===== src/rtl/bcd_serial_subtractor.sv =====
// Packed-BCD subtractor, one digit per clock, LSD first.
// Valid/ready on both sides, one operation in flight.
module bcd_serial_subtractor #(
  parameter int DIGITS = 2,
  localparam int W = 4 * DIGITS
) (
  input  logic         clk,
  input  logic         rst,
  input  logic         in_valid,
  output logic         in_ready,
  input  logic [W-1:0] A,
  input  logic [W-1:0] B,
  input  logic         Borrow_in,
  output logic         out_valid,
  input  logic         out_ready,
  output logic [W-1:0] Diff,
  output logic         Borrow_out,
  output logic         Err
);

  localparam int IW = (DIGITS > 1) ? $clog2(DIGITS) : 1;

  typedef enum logic [1:0] {
    IDLE,
    CALC,
    DONE
  } state_t;

  state_t         state;
  logic [W-1:0]   a_r;
  logic [W-1:0]   b_r;
  logic           br;
  logic [IW-1:0]  idx;

  logic [3:0]     a_d;
  logic [3:0]     b_d;
  logic [5:0]     r;
  logic [3:0]     d_i;
  logic           br_nx;
  logic           in_err;

  always_comb begin
    a_d   = a_r[4*int'(idx) +: 4];
    b_d   = b_r[4*int'(idx) +: 4];
    r     = {2'b00, a_d} - {2'b00, b_d} - {5'b0, br};
    br_nx = r[5];
    // low nibble of r+10 equals r[3:0]+10 modulo 16
    d_i   = br_nx ? (r[3:0] + 4'd10) : r[3:0];
  end

  always_comb begin
    in_err = 1'b0;
    for (int i = 0; i < DIGITS; i++) begin
      if (A[4*i +: 4] > 4'd9) in_err = 1'b1;
      if (B[4*i +: 4] > 4'd9) in_err = 1'b1;
    end
  end

  always_ff @(posedge clk) begin
    if (rst) begin
      state      <= IDLE;
      in_ready   <= 1'b1;
      out_valid  <= 1'b0;
      Diff       <= '0;
      Borrow_out <= 1'b0;
      Err        <= 1'b0;
      idx        <= '0;
      a_r        <= '0;
      b_r        <= '0;
      br         <= 1'b0;
    end else begin
      unique case (state)
        IDLE: begin
          if (in_valid) begin
            a_r        <= A;
            b_r        <= B;
            br         <= Borrow_in;
            Err        <= in_err;
            Diff       <= '0;
            Borrow_out <= 1'b0;
            idx        <= '0;
            in_ready   <= 1'b0;
            state      <= CALC;
          end
        end
        CALC: begin
          Diff[4*int'(idx) +: 4] <= d_i;
          br <= br_nx;
          if (idx == IW'(DIGITS - 1)) begin
            Borrow_out <= br_nx;
            out_valid  <= 1'b1;
            state      <= DONE;
          end else begin
            idx <= idx + 1'b1;
          end
        end
        DONE: begin
          if (out_ready) begin
            out_valid <= 1'b0;
            in_ready  <= 1'b1;
            state     <= IDLE;
          end
        end
        default: state <= IDLE;
      endcase
    end
  end

endmodule


===== config.mk =====
export PLATFORM = sky130hd
export DESIGN_NAME = bcd_serial_subtractor
export DESIGN_NICKNAME = d
export VERILOG_FILES = /design/src/rtl/bcd_serial_subtractor.sv
export SDC_FILE = /design/constraint.sdc
export NUM_CORES = 1
export LEC_CHECK = 0
export CAP_MARGIN = 10
export CORE_AREA = 3 3 61 63
export CTS_CLUSTER_DIAMETER = 40
export DETAILED_ROUTE_END_ITERATION = 12
export DIE_AREA = 0 0 64 66
export GPL_TIMING_DRIVEN = 0
export PLACE_DENSITY_LB_ADDON = 0.08
export SETUP_SLACK_MARGIN = 0.15
export SYNTH_ARGS = -nofsm -noshare
export SYNTH_HDL_FRONTEND = slang
export SYNTH_SLANG_ARGS = --single-unit

===== constraint.sdc =====
create_clock -name clk -period 7.06 [get_ports clk]
set_input_delay 1.059 -clock clk [delete_from_list [all_inputs] [get_ports clk]]
set_output_delay 1.059 -clock clk [all_outputs]
set_load 0.05 [all_outputs]

==> results.cfg, run 1 <==
[run_status]
outcome = finished, final reports clean

[die]
chip_width_um = 64
chipHeight_um = 66
coreArea_mm2 = 0.00328
ios = 33
rows = 21
starting_density_of_the_core = 0.479
fp.dieArea_mm2 = 0.00422

[layout]
antennaDiodeCount = 0
final_net_count = 255
area_growth_syn_to_layout_pct = 26.3
layout.cells.non_filler = 272
drive_gt1_frac = 0.0973

[timing]
fmax_ghz = 0.307
finalHoldViolCount = 0
final.setup_skew_ps = 5.59
final_min_period_over_clock_period = 0.461
min_period_ps = 3250
timing.max_slew.rel_slack = 0.603
final-max-slew-violation-count = 0
timing_worst_slew_pin_value_ps = 596
finalSetupViolations = 0
rsz0062_at_grt = no
timing.hold.ws_ps = 454
tns_ps = 0

[critical_path]
crit_path_capture_type = flip-flop
setup.worst_path.class = reg -> reg
critical-path-max-stage-delay_ps = 490
r2r_cells = 11
critical_path.reg2reg.startpoint = idx
worst_setup_startpoint = idx
reg2reg_slack_ps = 3810
worst_setup_path_endpoint = Diff[6]
worst_path_required_time_ps = 7280
critical-path-top-delay-family = adder cells
worstReg2RegEnd = Diff[6]
critical_path_peak_fanout = 10
worst_setup_path_start_kind = flip-flop
cp_max_stage_cell = sky130_fd_sc_hd__buf_1
crit_arrival_ps = 3470
crit_path_cell_trace = buf_1 > mux2_2 > ha_1 > inv_1 > fa_1 > inv_1 > ha_1 > inv_1 > ha_1 > mux2_4 > a32o_1
cp_num_cells = 11
cp_num_buf_inv = 4

[clocking]
cts_root_buf = sky130_fd_sc_hd__clkbuf_4
maximum_buffer_depth_of_the_clock_tree = 2
tritoncts = built
numClockSinks = 32
cts-hold-fix-buffers = 0
cts_htree_levels = 2
cts_setup_buffers = 0
tritoncts.num_buffers = 5
cts.repair.resized = 0
clock_insertion_delay_worst_skew_ps = 320
cts.reportedPaths.clkPinSlew_ps = 100

[logic_synthesis]
post_synth_main_area_contributors = sky130_fd_sc_hd__dfxtp_1 41%, sky130_fd_sc_hd__nand2_1 10%, sky130_fd_sc_hd__a21oi_1 9.2%
synth_top_area_cell = sky130_fd_sc_hd__dfxtp_1
synth_mux_area_frac = 0.0732
yosys_warnings = 0
yosys.area_share.simple = 0.224
post_synthesis_adder_cell_area_fraction = 0.0684
yosys.area.top_type_share = 0.407
postSynthRegisterBits = 32
syn_inst = 188
synth_fp_nets = 217
synth_compound_gate_area_share = 0.160
seq_area_frac_synth = 0.407
synth_xor_xnor_area_share = 0.0358
syn_avg_cell_area_um2 = 8.37
number_of_distinct_library_cells_after_synthesis = 36
post_synthesis_cell_area_mm2 = 0.00157
main_combinational_cell_family_by_area_after_synthesis = simple AND/OR/NAND/NOR gates

[place]
gp_congestion = 0.829
post_detailed_placement_half_perimeter_wirelength_um = 2710
port_buffers = 31
dpl.cell_count = 265

[power_and_ir_drop]
power.combinational.fraction = 0.346
power.density_cell_area_mw_per_mm2 = 227
power.leakage_nw = 0.767
netSwitchingFraction = 0.337
net-switching-power_uw = 152
design_power_total_uw = 451
p_seq_frac = 0.446
ir_worst_vdd_mv = 0.127
clockPowerShare = 0.208
p_int_uw = 299

[drt]
route.top_layer_used = met4
wl_um = 3460
route.detailed.wl_per_inst_um = 12.7
drt_first_pass_iters = 5
drt_iter0_markers = 77
wl_met2_um = 1590
detailroute.via_count = 1396
met3WireLength_um = 137
drc = 0
ant_nets = 0
vias_per_cell = 5.13
wirelength_met1_um = 1680

[global_routing]
overflow = 0
number_of_antenna_violations_at_the_first_check_in_global_routing = 0
grt_first_pass_wirelength_um = 5720
grt_start_max_net_pins = 11
grtUsageTotal = 0.175
first_global_vias = 1280

[hold_path]
worstHoldPathType = reg -> reg

[job]
cap_viol_max_count = 0
## stage by stage
stage / cell area, um^2 / setup WS, ps / utilization
after global routing: 1990 / 3590 / 0.605
after global placement: 1940 / 3830 / 0.591
after detailed placement: 1940 / 3800 / 0.591
after floorplan: 1570 / 4100 / -
after CTS: 1990 / 3790 / 0.605
final: 1990 / 3810 / 0.605
## power by group through the flow
| stage | clock [mW] | sequential (mW) | combinational (mW) |
|---|---|---|---|
| finish | 0.0940 | 0.201 | 0.156 |
| global route | 0.105 | 0.203 | 0.170 |
| CTS | 0.0967 | 0.201 | 0.157 |
| detailed placement | 0 | 0.205 | 0.156 |
| global placement | 0 | 0.205 | 0.153 |
| floorplan | 0 | 0.223 | 0.0955 |
## kinds of logic (layout without fill, tap and decap cells)
group | count (synthesis) | in the layout
xor gates and xnor gates | 4 | 4
DFF | 32 | 32
AOI/OAI and AO/OA | 43 | 43
and+or+nand+nor | 79 | 79
muxes | 10 | 10
buffers and inverters | 12 | 50
adders and majority gates | 8 | 8
## cell usage in the layout (no fill, tap or decap), types with 2 or more instances in the layout
master                             n
sky130_fd_sc_hd__a21oi_1          29
sky130_fd_sc_hd__a32o_1            2
sky130_fd_sc_hd__buf_1             2
sky130_fd_sc_hd__buf_2             3
sky130_fd_sc_hd__clkbuf_1          5
sky130_fd_sc_hd__clkbuf_4          5
sky130_fd_sc_hd__clkdlybuf4s50_1  31
sky130_fd_sc_hd__dfxtp_1          32
sky130_fd_sc_hd__ha_1              7
sky130_fd_sc_hd__inv_1             3
sky130_fd_sc_hd__mux2_2            4
sky130_fd_sc_hd__mux2_4            2
sky130_fd_sc_hd__mux2i_1           4
sky130_fd_sc_hd__nand2_1          42
sky130_fd_sc_hd__nand2b_1          4
sky130_fd_sc_hd__nand3_1           4
sky130_fd_sc_hd__nand3b_1          3
sky130_fd_sc_hd__nor2_1           16
sky130_fd_sc_hd__nor3_1            2
sky130_fd_sc_hd__o21ai_0           4
sky130_fd_sc_hd__o21ai_2           2
sky130_fd_sc_hd__or4_1             2
sky130_fd_sc_hd__xnor2_1           2
## per-layer routing
layer	global-route usage	vias up
li1	-	713
met1	0.227	641
met2	0.279	33
met3	0.0442	9
met4	0.0647	0
met5	0	-
## worst min path at each step
| stage | startpoint | to | cells past startpoint |
|---|---|---|---|
| after floorplan | a_r[5] | a_r[5] | 2 |
| after global placement | Diff[3] | Diff[3] | 2 |
| after detailed placement | Diff[7] | Diff[7] | 2 |
| after CTS | Diff[7] | Diff[7] | 2 |
| after global routing | b_r[5] | b_r[5] | 2 |
| final | Diff[7] | Diff[7] | 2 |
## cells in the mapped netlist
cell type	n
sky130_fd_sc_hd__or4_1	2
sky130_fd_sc_hd__xnor2_1	2
sky130_fd_sc_hd__a31oi_1	1
sky130_fd_sc_hd__dfxtp_1	32
sky130_fd_sc_hd__ha_1	7
sky130_fd_sc_hd__o21bai_1	1
sky130_fd_sc_hd__o21bai_2	1
sky130_fd_sc_hd__o21a_1	1
sky130_fd_sc_hd__nor3_1	2
sky130_fd_sc_hd__and3_1	1
sky130_fd_sc_hd__nor2b_1	1
sky130_fd_sc_hd__nand3_2	1
sky130_fd_sc_hd__nor2_1	16
sky130_fd_sc_hd__or2_2	1
sky130_fd_sc_hd__fa_1	1
sky130_fd_sc_hd__nand2b_1	4
sky130_fd_sc_hd__nand3_1	4
sky130_fd_sc_hd__clkbuf_1	4
sky130_fd_sc_hd__mux2_2	4
sky130_fd_sc_hd__o211ai_1	1
sky130_fd_sc_hd__o21ai_2	2
sky130_fd_sc_hd__buf_1	2
sky130_fd_sc_hd__nand3b_1	3
sky130_fd_sc_hd__o21ai_0	4
sky130_fd_sc_hd__nand2_1	42
sky130_fd_sc_hd__and2b_1	1
sky130_fd_sc_hd__xor2_2	1
sky130_fd_sc_hd__xnor3_1	1
sky130_fd_sc_hd__a41oi_1	1
sky130_fd_sc_hd__a21oi_1	29
sky130_fd_sc_hd__a32o_1	2
sky130_fd_sc_hd__mux2i_1	4
sky130_fd_sc_hd__buf_2	3
sky130_fd_sc_hd__inv_1	3
sky130_fd_sc_hd__nand2_2	1
sky130_fd_sc_hd__mux2_4	2
## registers in the layout, summed over array words and instances, names as in the netlist
name        count
br              1
out_valid       1
Diff            8
a_r             8
b_r             8
Err             1
idx             1
in_ready        1
state           2
Borrow_out      1
## tightest hold or removal path: cells and delay by family, from the launching register on
| kind | cells | cell delay [ps] |
|---|---|---|
| AO/OA/AOI/OAI | 1 | 50 |
| AND/OR/NAND/NOR | 1 | 50 |
| flip-flops | 1 | 320 |
## final cells by class
| class | instances | area [um^2] |
|---|---|---|
| Buffer | 9 | 37.5 |
| Timing Repair Buffer | 31 | 310 |
| Inverter | 3 | 11.3 |
| Tap cell | 46 | 57.6 |
| Clock inverter | 1 | 5.00 |
| Multi-Input combinational cell | 144 | 883 |
| Clock buffer | 6 | 41.3 |
| Sequential cell | 32 | 641 |
| Fill cell | 318 | 1300 |
Power figures use the tool's default switching activity.
==> run 2, diff against run 1 <==
Clock period 7.06 ns to 3.18 ns, I/O delays scaled along.
==> results.cfg, run 2 (synthesized netlist as in run 1, its figures left out) <==
[global_routing]
number_of_antenna_violations_at_the_first_check_in_global_routing = 0
overflow = 0
grtUsageTotal = 0.174
first_global_vias = 1279
grt_first_pass_wirelength_um = 5700
grt_start_max_net_pins = 11

[clocking]
cts-hold-fix-buffers = 0
cts_htree_levels = 2
maximum_buffer_depth_of_the_clock_tree = 2
tritoncts = built
cts.reportedPaths.clkPinSlew_ps = 100
cts_root_buf = sky130_fd_sc_hd__clkbuf_4
tritoncts.num_buffers = 5
clock_insertion_delay_worst_skew_ps = 320
cts_setup_buffers = 0
numClockSinks = 32

[timing]
finalSetupViolations = 0
finalHoldViolCount = 0
final.setup_skew_ps = 7.50
min_period_ps = 2830
rsz0062_at_grt = no
timing.max_slew.rel_slack = 0.646
timing_worst_slew_pin_value_ps = 531
final-max-slew-violation-count = 0
final_min_period_over_clock_period = 0.891
fmax_ghz = 0.353
timing.hold.ws_ps = 454

[layout]
drive_gt1_frac = 0.106
final_common_cell = sky130_fd_sc_hd__nand2_1
antennaDiodeCount = 0
regs_by_ff_count = Diff: 8 flops, a_r: 8 flops, b_r: 8 flops
mostFrequentLayoutCells = 42 x sky130_fd_sc_hd__nand2_1, 31 x sky130_fd_sc_hd__dfxtp_1, 31 x sky130_fd_sc_hd__clkdlybuf4s50_1
final.fill_count = 317
area_growth_syn_to_layout_pct = 26.9
final_net_count = 255
final_core_util = 0.608

[die]
chip_width_um = 64
fp.dieArea_mm2 = 0.00422
starting_density_of_the_core = 0.479
ios = 33
chipHeight_um = 66
rows = 21
coreArea_mm2 = 0.00328

[critical_path]
critical_path_peak_fanout = 10
critical-path-top-delay-family = adder cells
cp_max_stage_cell = sky130_fd_sc_hd__fa_1
setup.worst_path.class = reg -> reg
critical-path-max-stage-delay_ps = 410
worst_setup_path_start_kind = flip-flop
crit_path_capture_type = flip-flop
cp_num_buf_inv = 4
crit_path_cell_trace = buf_6 > mux2_2 > ha_1 > inv_1 > fa_1 > inv_1 > ha_1 > inv_1 > ha_1 > mux2_4 > a32o_1
crit_arrival_ps = 3060
worst_path_required_time_ps = 3400
reg2reg_slack_ps = 350

[place]
post_detailed_placement_half_perimeter_wirelength_um = 2710
gp_congestion = 0.829
port_buffers = 31

[drt]
wl_um = 3480
vias_per_cell = 5.12
drt_first_pass_iters = 4
drc = 0
drt_iter0_markers = 72
route.detailed.wl_per_inst_um = 12.8
detailroute.via_count = 1393
ant_nets = 0

[power_and_ir_drop]
power.leakage_nw = 0.772
ir_worst_vdd_mv = 0.283
power.density_cell_area_mw_per_mm2 = 503

[run_status]
outcome = finished, final reports clean

[job]
cap_viol_max_count = 0

[hold_path]
worstHoldPathType = reg -> reg
run 2: cell counts in the layout (fill, tap and decap cells not counted):
No cell type changed its count.
run 2: area by class of cell:
| cell class | instances | area (um^2) | area share |
|---|---|---|---|
| Multi-Input combinational cell | 144 | 883 | 0.443 |
| Sequential cell | 32 | 642 | 0.322 |
| Timing Repair Buffer | 31 | 310 | 0.155 |
| Tap cell | 46 | 57.6 | 0.0288 |
| Buffer | 9 | 45.0 | 0.0226 |
| Clock buffer | 6 | 41.3 | 0.0207 |
| Inverter | 3 | 11.3 | 0.00564 |
| Clock inverter | 1 | 5.00 | 0.00251 |
run 2: worst paths after layout:
kind                              start  cells after the start  endpoint
worst max-delay path                idx                     11   Diff[6]
worst min-delay path            Diff[7]                      2   Diff[7]
worst max register to register      idx                     11   Diff[6]
worst min register to register  Diff[7]                      2   Diff[7]
run 2: power breakdown:
part           internal [mW]  total [mW]  switching [mW]
clock network         0.0814       0.210           0.129
logic                  0.154       0.347           0.193
registers              0.430       0.447          0.0169
total                  0.665        1.00           0.338
run 2: timing repair:
action	CTS	global route
resized for setup	2	2
hold endpoints to repair	0	0
endpoints found under the setup margin	5	4
run 2: through the flow:
step	instance area [um^2]	power [mW]	setup WS (ps)	instances	setup TNS, ps
floorplan	1570	0.706	221	188	0
global route	2000	1.06	191	272	0
finish	2000	1.00	346	272	0
CTS	1990	1.01	228	272	0
global placement	1940	0.794	-51.8	265	-168
detailed placement	1940	0.802	-81.5	265	-310
run 2: worst min-delay path: stages (launching register included):
cell	delay [ps]
sky130_fd_sc_hd__dfxtp_1	320
sky130_fd_sc_hd__nand2_1	50
sky130_fd_sc_hd__a21oi_1	50
run 2: per-layer routing:
| metal | vias to the layer above | part of all wire | GRT usage |
|---|---|---|---|
| met5 | - | 0 | 0 |
| met4 | 0 | 0.0098 | 0.0647 |
| met3 | 4 | 0.042 | 0.0442 |
| met2 | 36 | 0.46 | 0.277 |
| met1 | 638 | 0.49 | 0.226 |
| li1 | 715 | - | - |
